==> src/rtl/ins_fetcher_pkg.sv <==
// Shared opcode, RVC encoding and state definitions for the instruction fetcher.
package ins_fetcher_pkg;

    localparam logic [6:0] OP_JAL    = 7'b1101111;
    localparam logic [6:0] OP_JALR   = 7'b1100111;
    localparam logic [6:0] OP_RISC_B = 7'b1100011;

    // Low two bits of an instruction; 2'b11 marks a full 32-bit encoding.
    localparam logic [1:0] RVC_Q1   = 2'b01;
    localparam logic [1:0] RVC_Q2   = 2'b10;
    localparam logic [1:0] RVC_NONE = 2'b11;

    localparam logic [2:0] C_F3_JAL  = 3'b001;
    localparam logic [2:0] C_F3_J    = 3'b101;
    localparam logic [2:0] C_F3_BEQZ = 3'b110;
    localparam logic [2:0] C_F3_BNEZ = 3'b111;
    localparam logic [2:0] C_F3_JR   = 3'b100;

    localparam logic [1:0] BHT_INIT = 2'b01;

    typedef enum logic [1:0] {
        S_IDLE,
        S_WAIT_RESP,
        S_HOLD,
        S_WAIT_JALR
    } fetch_state_e;

endpackage

==> src/rtl/ins_fetcher_if.sv <==
// Bundle of icache, decoder, ROB and branch-training signals around the fetch stage.
interface ins_fetcher_if;
    logic        icache_req_valid;
    logic [31:0] icache_req_addr;
    logic        icache_resp_valid;
    logic [31:0] icache_resp_data;

    logic        ins_ready;
    logic [31:0] ins;
    logic [31:0] pc;
    logic [31:0] predict_nxt_pc;
    logic        IFetcher_stall;
    logic        IFetcher_clear;
    logic [31:0] IFetcher_new_addr;

    logic        rob_clear;
    logic [31:0] rob_new_addr;

    logic        br_update_valid;
    logic [31:0] br_update_pc;
    logic        br_update_taken;

    modport master (
        output icache_req_valid, icache_req_addr,
        input  icache_resp_valid, icache_resp_data,
        output ins_ready, ins, pc, predict_nxt_pc,
        input  IFetcher_stall, IFetcher_clear, IFetcher_new_addr,
        input  rob_clear, rob_new_addr,
        input  br_update_valid, br_update_pc, br_update_taken
    );

    modport slave (
        input  icache_req_valid, icache_req_addr,
        output icache_resp_valid, icache_resp_data,
        input  ins_ready, ins, pc, predict_nxt_pc,
        output IFetcher_stall, IFetcher_clear, IFetcher_new_addr,
        output rob_clear, rob_new_addr,
        output br_update_valid, br_update_pc, br_update_taken
    );
endinterface

==> src/rtl/ins_fetcher_branch_predictor.sv <==
// Branch history table of 2-bit saturating counters; lookup reads the pre-update value.
module ins_fetcher_branch_predictor
    import ins_fetcher_pkg::*;
#(
    parameter int BHT_BITS = 6
) (
    input  logic                clk_in,
    input  logic                rst_in,
    input  logic                rdy_in,
    input  logic [BHT_BITS-1:0] lookup_idx,
    output logic                lookup_taken,
    input  logic                update_valid,
    input  logic [BHT_BITS-1:0] update_idx,
    input  logic                update_taken
);
    localparam int ENTRIES = 1 << BHT_BITS;

    logic [1:0] bht [ENTRIES];

    assign lookup_taken = bht[lookup_idx][1];

    always_ff @(posedge clk_in) begin
        if (rst_in) begin
            for (int i = 0; i < ENTRIES; i++) begin
                bht[i] <= BHT_INIT;
            end
        end else if (rdy_in && update_valid) begin
            if (update_taken) begin
                if (bht[update_idx] != 2'b11) begin
                    bht[update_idx] <= bht[update_idx] + 2'd1;
                end
            end else if (bht[update_idx] != 2'b00) begin
                bht[update_idx] <= bht[update_idx] - 2'd1;
            end
        end
    end
endmodule

==> src/rtl/ins_fetcher.sv <==
// Fetch stage: one icache window per instruction, RVC length detection and
// next-PC prediction for jumps and BHT-guided branches.
module ins_fetcher
    import ins_fetcher_pkg::*;
#(
    parameter int          BHT_BITS = 6,
    parameter logic [31:0] RESET_PC = 32'h0
) (
    input logic           clk_in,
    input logic           rst_in,
    input logic           rdy_in,
    ins_fetcher_if.master bus
);
    fetch_state_e state;
    logic [31:0]  fetch_pc;
    logic [31:0]  req_addr;
    logic         req_valid;
    logic [31:0]  ins_r;
    logic [31:0]  pc_r;
    logic [31:0]  nxt_pc_r;
    logic         ins_ready_r;
    logic         discard;
    logic         hold_jalr;

    logic [31:0]  data;
    logic [31:0]  imm_j, imm_b, imm_cj, imm_cb;
    logic [31:0]  len, target, pred_nxt;
    logic         is_rvc, is_jal, is_cj, is_br, is_cb, is_jalr;
    logic         bht_taken, taken;
    logic         redirect, outstanding, accept;
    logic [31:0]  redirect_addr;
    logic         unused_bits;

    assign data   = bus.icache_resp_data;
    assign imm_j  = {{12{data[31]}}, data[19:12], data[20], data[30:21], 1'b0};
    assign imm_b  = {{20{data[31]}}, data[7], data[30:25], data[11:8], 1'b0};
    assign imm_cj = {{21{data[12]}}, data[8], data[10:9], data[6], data[7],
                     data[2], data[11], data[5:3], 1'b0};
    assign imm_cb = {{24{data[12]}}, data[6:5], data[2], data[11:10], data[4:3], 1'b0};

    always_comb begin
        is_rvc   = data[1:0] != RVC_NONE;
        len      = is_rvc ? 32'd2 : 32'd4;
        is_jal   = !is_rvc && data[6:0] == OP_JAL;
        is_br    = !is_rvc && data[6:0] == OP_RISC_B;
        is_cj    = data[1:0] == RVC_Q1 && (data[15:13] == C_F3_J || data[15:13] == C_F3_JAL);
        is_cb    = data[1:0] == RVC_Q1 && (data[15:13] == C_F3_BEQZ || data[15:13] == C_F3_BNEZ);
        // C.JR / C.JALR share funct3 100 with C.MV/C.ADD; rs2=0 and rd!=0 isolate them.
        is_jalr  = (!is_rvc && data[6:0] == OP_JALR) ||
                   (data[1:0] == RVC_Q2 && data[15:13] == C_F3_JR &&
                    data[6:2] == 5'd0 && data[11:7] != 5'd0);
        taken    = is_jal || is_cj || ((is_br || is_cb) && bht_taken);
        target   = fetch_pc + (is_jal ? imm_j : is_cj ? imm_cj : is_br ? imm_b : imm_cb);
        pred_nxt = taken ? target : fetch_pc + len;
    end

    assign redirect      = bus.rob_clear || bus.IFetcher_clear;
    assign redirect_addr = bus.rob_clear ? {bus.rob_new_addr[31:1], 1'b0}
                                         : {bus.IFetcher_new_addr[31:1], 1'b0};
    assign outstanding   = state == S_WAIT_RESP && !bus.icache_resp_valid;
    assign accept        = state == S_HOLD && ins_ready_r && !bus.IFetcher_stall;

    ins_fetcher_branch_predictor #(.BHT_BITS(BHT_BITS)) u_bp (
        .clk_in      (clk_in),
        .rst_in      (rst_in),
        .rdy_in      (rdy_in),
        .lookup_idx  (fetch_pc[BHT_BITS:1]),
        .lookup_taken(bht_taken),
        .update_valid(bus.br_update_valid),
        .update_idx  (bus.br_update_pc[BHT_BITS:1]),
        .update_taken(bus.br_update_taken)
    );

    // The icache address only moves while no request is outstanding, so it
    // previews the next fetch PC one cycle before the request is raised.
    always_ff @(posedge clk_in) begin
        if (rst_in) begin
            state       <= S_IDLE;
            fetch_pc    <= RESET_PC;
            req_valid   <= 1'b0;
            req_addr    <= 32'h0;
            ins_r       <= 32'h0;
            pc_r        <= 32'h0;
            nxt_pc_r    <= 32'h0;
            ins_ready_r <= 1'b0;
            discard     <= 1'b0;
            hold_jalr   <= 1'b0;
        end else if (rdy_in) begin
            if (redirect) begin
                fetch_pc    <= redirect_addr;
                ins_ready_r <= 1'b0;
                if (outstanding) begin
                    discard <= 1'b1;
                end else begin
                    discard   <= 1'b0;
                    state     <= S_IDLE;
                    req_valid <= 1'b0;
                    req_addr  <= redirect_addr;
                end
            end else begin
                case (state)
                    S_IDLE: begin
                        req_valid <= 1'b1;
                        req_addr  <= fetch_pc;
                        state     <= S_WAIT_RESP;
                    end
                    S_WAIT_RESP: begin
                        if (bus.icache_resp_valid) begin
                            req_valid <= 1'b0;
                            if (discard) begin
                                discard  <= 1'b0;
                                req_addr <= fetch_pc;
                                state    <= S_IDLE;
                            end else begin
                                ins_r       <= data;
                                pc_r        <= {fetch_pc[31:1], taken};
                                nxt_pc_r    <= pred_nxt;
                                hold_jalr   <= is_jalr;
                                ins_ready_r <= 1'b1;
                                state       <= S_HOLD;
                            end
                        end
                    end
                    S_HOLD: begin
                        if (accept) begin
                            ins_ready_r <= 1'b0;
                            if (hold_jalr) begin
                                state <= S_WAIT_JALR;
                            end else begin
                                fetch_pc <= nxt_pc_r;
                                req_addr <= nxt_pc_r;
                                state    <= S_IDLE;
                            end
                        end
                    end
                    S_WAIT_JALR: begin
                    end
                    default: state <= S_IDLE;
                endcase
            end
        end
    end

    assign bus.icache_req_valid = req_valid;
    assign bus.icache_req_addr  = req_addr;
    assign bus.ins_ready        = ins_ready_r;
    assign bus.ins              = ins_r;
    assign bus.pc               = pc_r;
    assign bus.predict_nxt_pc   = nxt_pc_r;

    assign unused_bits = ^{bus.br_update_pc[31:BHT_BITS+1], bus.br_update_pc[0],
                           bus.rob_new_addr[0], bus.IFetcher_new_addr[0]};
endmodule

==> src/flat_wrapper.sv <==
// flat-port wrapper written by rule: the top's interface ports become plain ports
module ins_fetcher_flat import ins_fetcher_pkg::*;
#(
    parameter int          BHT_BITS = 6,
    parameter logic [31:0] RESET_PC = 32'h0
)
  (clk_in, rst_in, rdy_in, bus_icache_req_valid, bus_icache_req_addr, bus_icache_resp_valid, bus_icache_resp_data, bus_ins_ready, bus_ins, bus_pc, bus_predict_nxt_pc, bus_IFetcher_stall, bus_IFetcher_clear, bus_IFetcher_new_addr, bus_rob_clear, bus_rob_new_addr, bus_br_update_valid, bus_br_update_pc, bus_br_update_taken);
  ins_fetcher_if bus_i ();
  input logic clk_in;
  input logic rst_in;
  input logic rdy_in;
  output wire logic [$bits(bus_i.icache_req_valid)-1:0] bus_icache_req_valid;
  output wire logic [$bits(bus_i.icache_req_addr)-1:0] bus_icache_req_addr;
  input wire logic [$bits(bus_i.icache_resp_valid)-1:0] bus_icache_resp_valid;
  input wire logic [$bits(bus_i.icache_resp_data)-1:0] bus_icache_resp_data;
  output wire logic [$bits(bus_i.ins_ready)-1:0] bus_ins_ready;
  output wire logic [$bits(bus_i.ins)-1:0] bus_ins;
  output wire logic [$bits(bus_i.pc)-1:0] bus_pc;
  output wire logic [$bits(bus_i.predict_nxt_pc)-1:0] bus_predict_nxt_pc;
  input wire logic [$bits(bus_i.IFetcher_stall)-1:0] bus_IFetcher_stall;
  input wire logic [$bits(bus_i.IFetcher_clear)-1:0] bus_IFetcher_clear;
  input wire logic [$bits(bus_i.IFetcher_new_addr)-1:0] bus_IFetcher_new_addr;
  input wire logic [$bits(bus_i.rob_clear)-1:0] bus_rob_clear;
  input wire logic [$bits(bus_i.rob_new_addr)-1:0] bus_rob_new_addr;
  input wire logic [$bits(bus_i.br_update_valid)-1:0] bus_br_update_valid;
  input wire logic [$bits(bus_i.br_update_pc)-1:0] bus_br_update_pc;
  input wire logic [$bits(bus_i.br_update_taken)-1:0] bus_br_update_taken;
  assign bus_icache_req_valid = bus_i.icache_req_valid;
  assign bus_icache_req_addr = bus_i.icache_req_addr;
  assign bus_i.icache_resp_valid = bus_icache_resp_valid;
  assign bus_i.icache_resp_data = bus_icache_resp_data;
  assign bus_ins_ready = bus_i.ins_ready;
  assign bus_ins = bus_i.ins;
  assign bus_pc = bus_i.pc;
  assign bus_predict_nxt_pc = bus_i.predict_nxt_pc;
  assign bus_i.IFetcher_stall = bus_IFetcher_stall;
  assign bus_i.IFetcher_clear = bus_IFetcher_clear;
  assign bus_i.IFetcher_new_addr = bus_IFetcher_new_addr;
  assign bus_i.rob_clear = bus_rob_clear;
  assign bus_i.rob_new_addr = bus_rob_new_addr;
  assign bus_i.br_update_valid = bus_br_update_valid;
  assign bus_i.br_update_pc = bus_br_update_pc;
  assign bus_i.br_update_taken = bus_br_update_taken;
  ins_fetcher #(.BHT_BITS(BHT_BITS), .RESET_PC(RESET_PC)) u_core (.clk_in(clk_in), .rst_in(rst_in), .rdy_in(rdy_in), .bus(bus_i));
endmodule
==> config.mk <==
export PLATFORM = sky130hd
export DESIGN_NAME = ins_fetcher_flat
export DESIGN_NICKNAME = d
export VERILOG_FILES = /design/src/rtl/ins_fetcher_pkg.sv /design/src/rtl/ins_fetcher_if.sv /design/src/rtl/ins_fetcher_branch_predictor.sv /design/src/rtl/ins_fetcher.sv /design/src/flat_wrapper.sv
export SDC_FILE = /design/constraint.sdc
export NUM_CORES = 1
export LEC_CHECK = 0
export CORE_AREA = 8 8 204 206
export CTS_CLUSTER_SIZE = 30
export DETAILED_ROUTE_END_ITERATION = 10
export DIE_AREA = 0 0 212 214
export PLACE_DENSITY = 0.64
export SETUP_SLACK_MARGIN = 0.5
export SYNTH_ARGS = -nofsm -noshare
export SYNTH_HDL_FRONTEND = slang
export SYNTH_HIERARCHICAL = 1
export SYNTH_SLANG_ARGS = --single-unit
export TNS_END_PERCENT = 100
==> constraint.sdc <==
create_clock -name clk_in -period 13.9 [get_ports clk_in]
set_input_delay 2.78 -clock clk_in [delete_from_list [all_inputs] [get_ports clk_in]]
set_output_delay 2.78 -clock clk_in [all_outputs]
set_load 0.01 [all_outputs]
; ---- Word level (Yosys, flattened, before mapping)
; Memories as Yosys holds them, arrays and structs flattened. A register that Yosys moved wholly into a read port is not among the register bits.
; Index checks and enable logic that the tools add are counted.
[classes]
bitwise = 3
n_mux = 52
addsub = 4
n_reduce_logical = 42
n_eq_ne = 21
[ops]
columns = op, n
row1 = two-way mux 32 bit, 13
row2 = one-hot mux 32 bit (3 select lines), 1
row3 = adder 32 bit, 2
row4 = two-way mux 1 bit, 23
row5 = "== test 7 bit, second input constant", 3
row6 = two-way mux 6 bit, 3
row7 = two-way mux 2 bit, 8
row8 = AND reduction 5 bit, 3
row9 = logical AND 1 bit, 13
row10 = "== test 3 bit, second input constant", 4
row11 = nonzero test 2 bit, 5
row12 = "!= test 2 bit, second input constant", 4
row13 = AND reduction 4 bit, 2
row14 = logical OR 1 bit, 7
row15 = AND reduction 7 bit, 1
row16 = "!= test 3 x 1 -> 1 bit, second input constant", 2
row17 = "!= test 3 bit, second input constant", 2
row18 = one-hot mux 2 bit (3 select lines), 1
row19 = nonzero test 3 bit, 2
row20 = logical NOT 5 bit, 1
row21 = nonzero test 5 bit, 1
row22 = "== test 2 x 1 -> 1 bit, second input constant", 2
row23 = "== test 2 bit, second input constant", 2
row24 = one-hot mux 1 bit (2 select lines), 2
row25 = 12 further kinds, 15
[word_totals]
mem_count = 1
register_bits = 166
mem_bits_rw = 128
inputBits = 137
wordCells = 133
out_inout_bits = 130
[memory_table]
columns = name, depth, width, rd, rd_ports_with_merged_regs, write_ports, line
row1 = u_core.u_bp.bht, 64, 2, 2, 1, 64, ins_fetcher_branch_predictor.sv:18  ; logic [1:0] bht [ENTRIES];

; ---- Longest topological paths before layout
; An unclocked memory read counts as a cell.
[logic_depth]
ltp_word = 10
depth_mapped = 19
mapped_depth_nobuf = 17

; ---- Modules after synthesis
; The synthesis kept the hierarchy.
[by_module_without_submodules]
columns = mod, seq_area_each_um2, cells_each, area_each_um2, instances
row1 = ins_fetcher, 3323.2, 1179, 9037.4, 1
row2 = ins_fetcher_branch_predictor, 3843.7, 718, 8054.0, 1

; ---- Least setup slack after synthesis
; Ideal clock, no wire load.
[synth_path]
kind = input port to flip-flop
from = input bus_icache_resp_data[3]
to = register u_core.nxt_pc_r[30] (netlist: u_core/bus.predict_nxt_pc[30])
t_required_ns = 13.813
cell_stages = 15
t_arrival_ns = 5.777
setup_ns = 0.087
path_slack_ns = 8.035
path_buffers = 3
cell_sequence = buf_2 -> or3b_1 -> a211oi_2 -> o221a_1 -> buf_4 -> o21a_4 -> ha_1 -> buf_2 -> a21o_1 -> a21oi_1 -> o21bai_1 -> a21o_1 -> a2111oi_1 -> a21oi_1 -> nor4b_2
[synth_via]
elab_chain_cells = 7
word_cells_on_any_way = 13
cone_classes = 1 x add/sub / 2 x eq/ne / 4 x mux / 6 x reduce/logical
[synth_lines]
columns = element, line
row1 = "start, declared", flat_wrapper.sv:15  ; input wire logic [$bits(bus_i.icache_resp_data)-1:0] bus_icache_resp_data;
row2 = == test 7 bit, ins_fetcher.sv:45  ; is_br = !is_rvc && data[6:0] == OP_RISC_B;
row3 = logical AND 1 bit, ins_fetcher.sv:45
row4 = two-way mux 32 bit (3 in series), ins_fetcher.sv:53  ; target = fetch_pc + (is_jal ? imm_j : is_cj ? imm_cj : is_br ? imm_b : imm_cb);
row5 = adder 32 bit, ins_fetcher.sv:53
row6 = two-way mux 32 bit *, ins_fetcher.sv:54  ; pred_nxt = taken ? target : fetch_pc + len;
row7 = "end signal, assigned", ins_fetcher.sv:117  ; nxt_pc_r <= pred_nxt;
row8 = "end, declared", ins_fetcher.sv:20  ; logic [31:0] nxt_pc_r;
; Mark *: on every way between the ends. The rest lies on a longest branch, timed or not.
; A chain may end at the register's enable or synchronous reset.

==> metrics.yaml <==
outcome:
  outcome: "finished clean"
clocking:
  root_buffer: "clkbuf_16"
  path_clk_slew_ps: 60
  cts_hold_buf: 0
  cts_setup_buffers: 0
  cts.sinks: 294
  clk_latency_ps: 520
  cts-resized-gates: 0
  cts-htree-levels: 2
  cts_buffer_depth: 3
  cts_tree: "done"
  cts_buffers: 35
sta:
  tns_ps: 0
  fin_crit_sh_pct: 53.2
  max-slew-margin-rel_pct: 13.8
  hold_viol_final: 0
  fmax_mhz: 135
  setup_viol: 0
  grt_setup_unrepaired: "false"
  clock_skew_ps: 21.2
  worst_slew_pin_slew_ps: 1290
  maxSlewViolCount: 0
  min_period_ps: 7390
synthesis:
  syn_inst: 1897
  syn_area_um2: 17100
  ys.warnings.count: 6
  seq_area_frac_synth_pct: 41.9
  synth_edf_count: 128
  syn_area_per_cell_um2: 9.01
  ys_types: 97
  synthArstFlopShare_pct: 0
  yosys_register_bits: 294
  synth_fp_nets: 2068
  synthFlopType: "dfxtp_1"
route:
  wl_um: 61500
  viasPerCell: 6.23
  drc: 0
  ant_nets: 0
  drtIter0Drc: 1624
  via_count: 16000
  dr.pass1.iters: 6
  post_drt_wl_per_cell_um: 23.9
floorplan:
  ios: 267
  core_um2: 38300
  start_util_pct: 44.6
  die_y_um: 214
  dieArea_um2: 45400
  die_w_um: 212
  rows: 72
critical_path:
  crit_path_top_delay_cell: "or4_1"
  critPathKind: "primary input to register"
  crit_path_start_kind: "primary input"
  crit_buf_inv: 4
  worst_setup_path_end_kind: "register"
  cp_max_fo: 40
  worst_ep_required_time_ps: 14110
  arrival_ps: 7600
  cp_common_cell: "buf_4"
  cpPeakStageDelay_ps: 790
  cp_cell_sequence: "clkdlybuf4s50_1 > buf_4 > clkinv_1 > mux4_2 > a21oi_1 > or4_4 > or4_1 > a21oi_4 > buf_4 > a211oi_1"
  cp_top_family: "buffers and inverters"
finish:
  final_util_pct: 53.9
  mostFrequentLayoutCells: "nand2_1 (269), clkdlybuf4s50_1 (235), nor2_1 (199)"
  nFillCells: 3511
  drive_above_1_share_pct: 7.90
  stdcell_count: 2569
  final_area_um2: 20600
  n_antenna_cell: 0
  nets: 2200
  syn2layout_area_growth_pct: 20.7
  final_common_cell: "nand2_1"
global_routing:
  grt_pass1_vias: 15400
  grt_max_degree: 84
  grt_pass1_wl_um: 92900
  grt_antenna_before_repair: 0
  grtUsageTotal_pct: 25.9
  overflow: 0
worst_hold_path:
  hp-class: "register to register"
power_and_ir_drop:
  leakagePower_uw: 0.00662
  power_density_nw_per_um2: 105
  ir_drop_mv: 0.117
place:
  place_area_um2: 19600
  dp_cells: 2510
  hpwlAfterDp_um: 42400
  globalplace.congestion: 0.956
  io_buffers: 238
flow_run:
  cap_violations: 0
==> area by class of cell <==
class	instances	area, µm²	area share, %
Clock inverter	6	27.5	0.133
Sequential cell	294	7170	34.7
Multi-Input combinational cell	1419	9120	44.2
Clock buffer	53	1050	5.09
Timing Repair Buffer	262	2550	12.4
Tap cell	518	648	3.14
Inverter	17	63.8	0.309
==> worst min-delay path, cell delays in order (launching register included) <==
cell and delay (ps):
dfxtp_1 300, nand2_1 50, a21oi_1 50
==> state kept, by name (all words and copies together), names as in the netlist <==
name	cells
u_core/state	2
u_core/bus.ins_ready	1
u_core/bus.pc	32
u_core/bus.ins	32
u_core/bus.icache_req_valid	1
u_core/bus.icache_req_addr	32
u_core/fetch_pc	32
u_core/bus.predict_nxt_pc	32
u_core/hold_jalr	1
u_core/discard	1
u_core/u_bp/bht	128
==> kinds of logic after synthesis <==
kind of cell	synth area share, %
xor+xnor	1.12
flops	41.9
simple gates	19.2
buf+inv	4.99
mux	6.86
compound gates	23.3
fa+ha+maj	2.53
==> power by group <==
group	switching (µW)	leakage, µW	internal (µW)
Clock	353	0.000531	518
Combinational	230	0.00363	120
Sequential	21.1	0.00246	922
Total	604	0.00662	1560
==> path summary, 6_finish.rpt <==
path	from	to	slack, ps	cells after the start
worst min register to register	u_core/bus.pc[15]$_SDFFE_PP0P_	u_core/bus.pc[15]$_SDFFE_PP0P_	450	2
worst max register to register	u_core/fetch_pc[2]$_SDFFE_PP0P_	u_core/bus.predict_nxt_pc[31]$_SDFFE_PP0P_	7390	16
worst max-delay path	bus_br_update_pc[1]	u_core/u_bp/bht[55][1]$_SDFFCE_PN0P_	6510	10
worst min-delay path	u_core/bus.pc[15]$_SDFFE_PP0P_	u_core/bus.pc[15]$_SDFFE_PP0P_	450	2
==> metrics by stage <==
stage	power (µW)	hold WS [ps]	setup slack (ps)
after floorplan	1170	445	8040
after global placement	1300	443	6170
after detailed placement	1310	446	6080
after CTS	2170	454	6620
after global routing	2230	471	6430
final	2160	452	6510
==> metal layers <==
layer  up-vias  global-route usage (%)  routed length (µm)
met5         -                       0                   0
li1       7358                       -                   -
met3       163                    3.98                5020
met4         0                    10.8                2660
met1      7657                    32.1               24000
met2       832                    44.2               29800
==> synth_stat cells, types with 39 or more instances <==
master | number | area [µm²]
a21oi_1 | 187 | 936
edfxtp_1 | 128 | 3840
mux2i_1 | 53 | 531
clkbuf_1 | 105 | 394
o31ai_1 | 44 | 330
dfxtp_1 | 166 | 3320
or3_1 | 71 | 444
nor3_1 | 45 | 225
a211oi_1 | 92 | 691
nand2_1 | 270 | 1010
nor2_1 | 200 | 751
o22ai_1 | 39 | 244
Note: power is estimated with default switching activity, not from simulation.
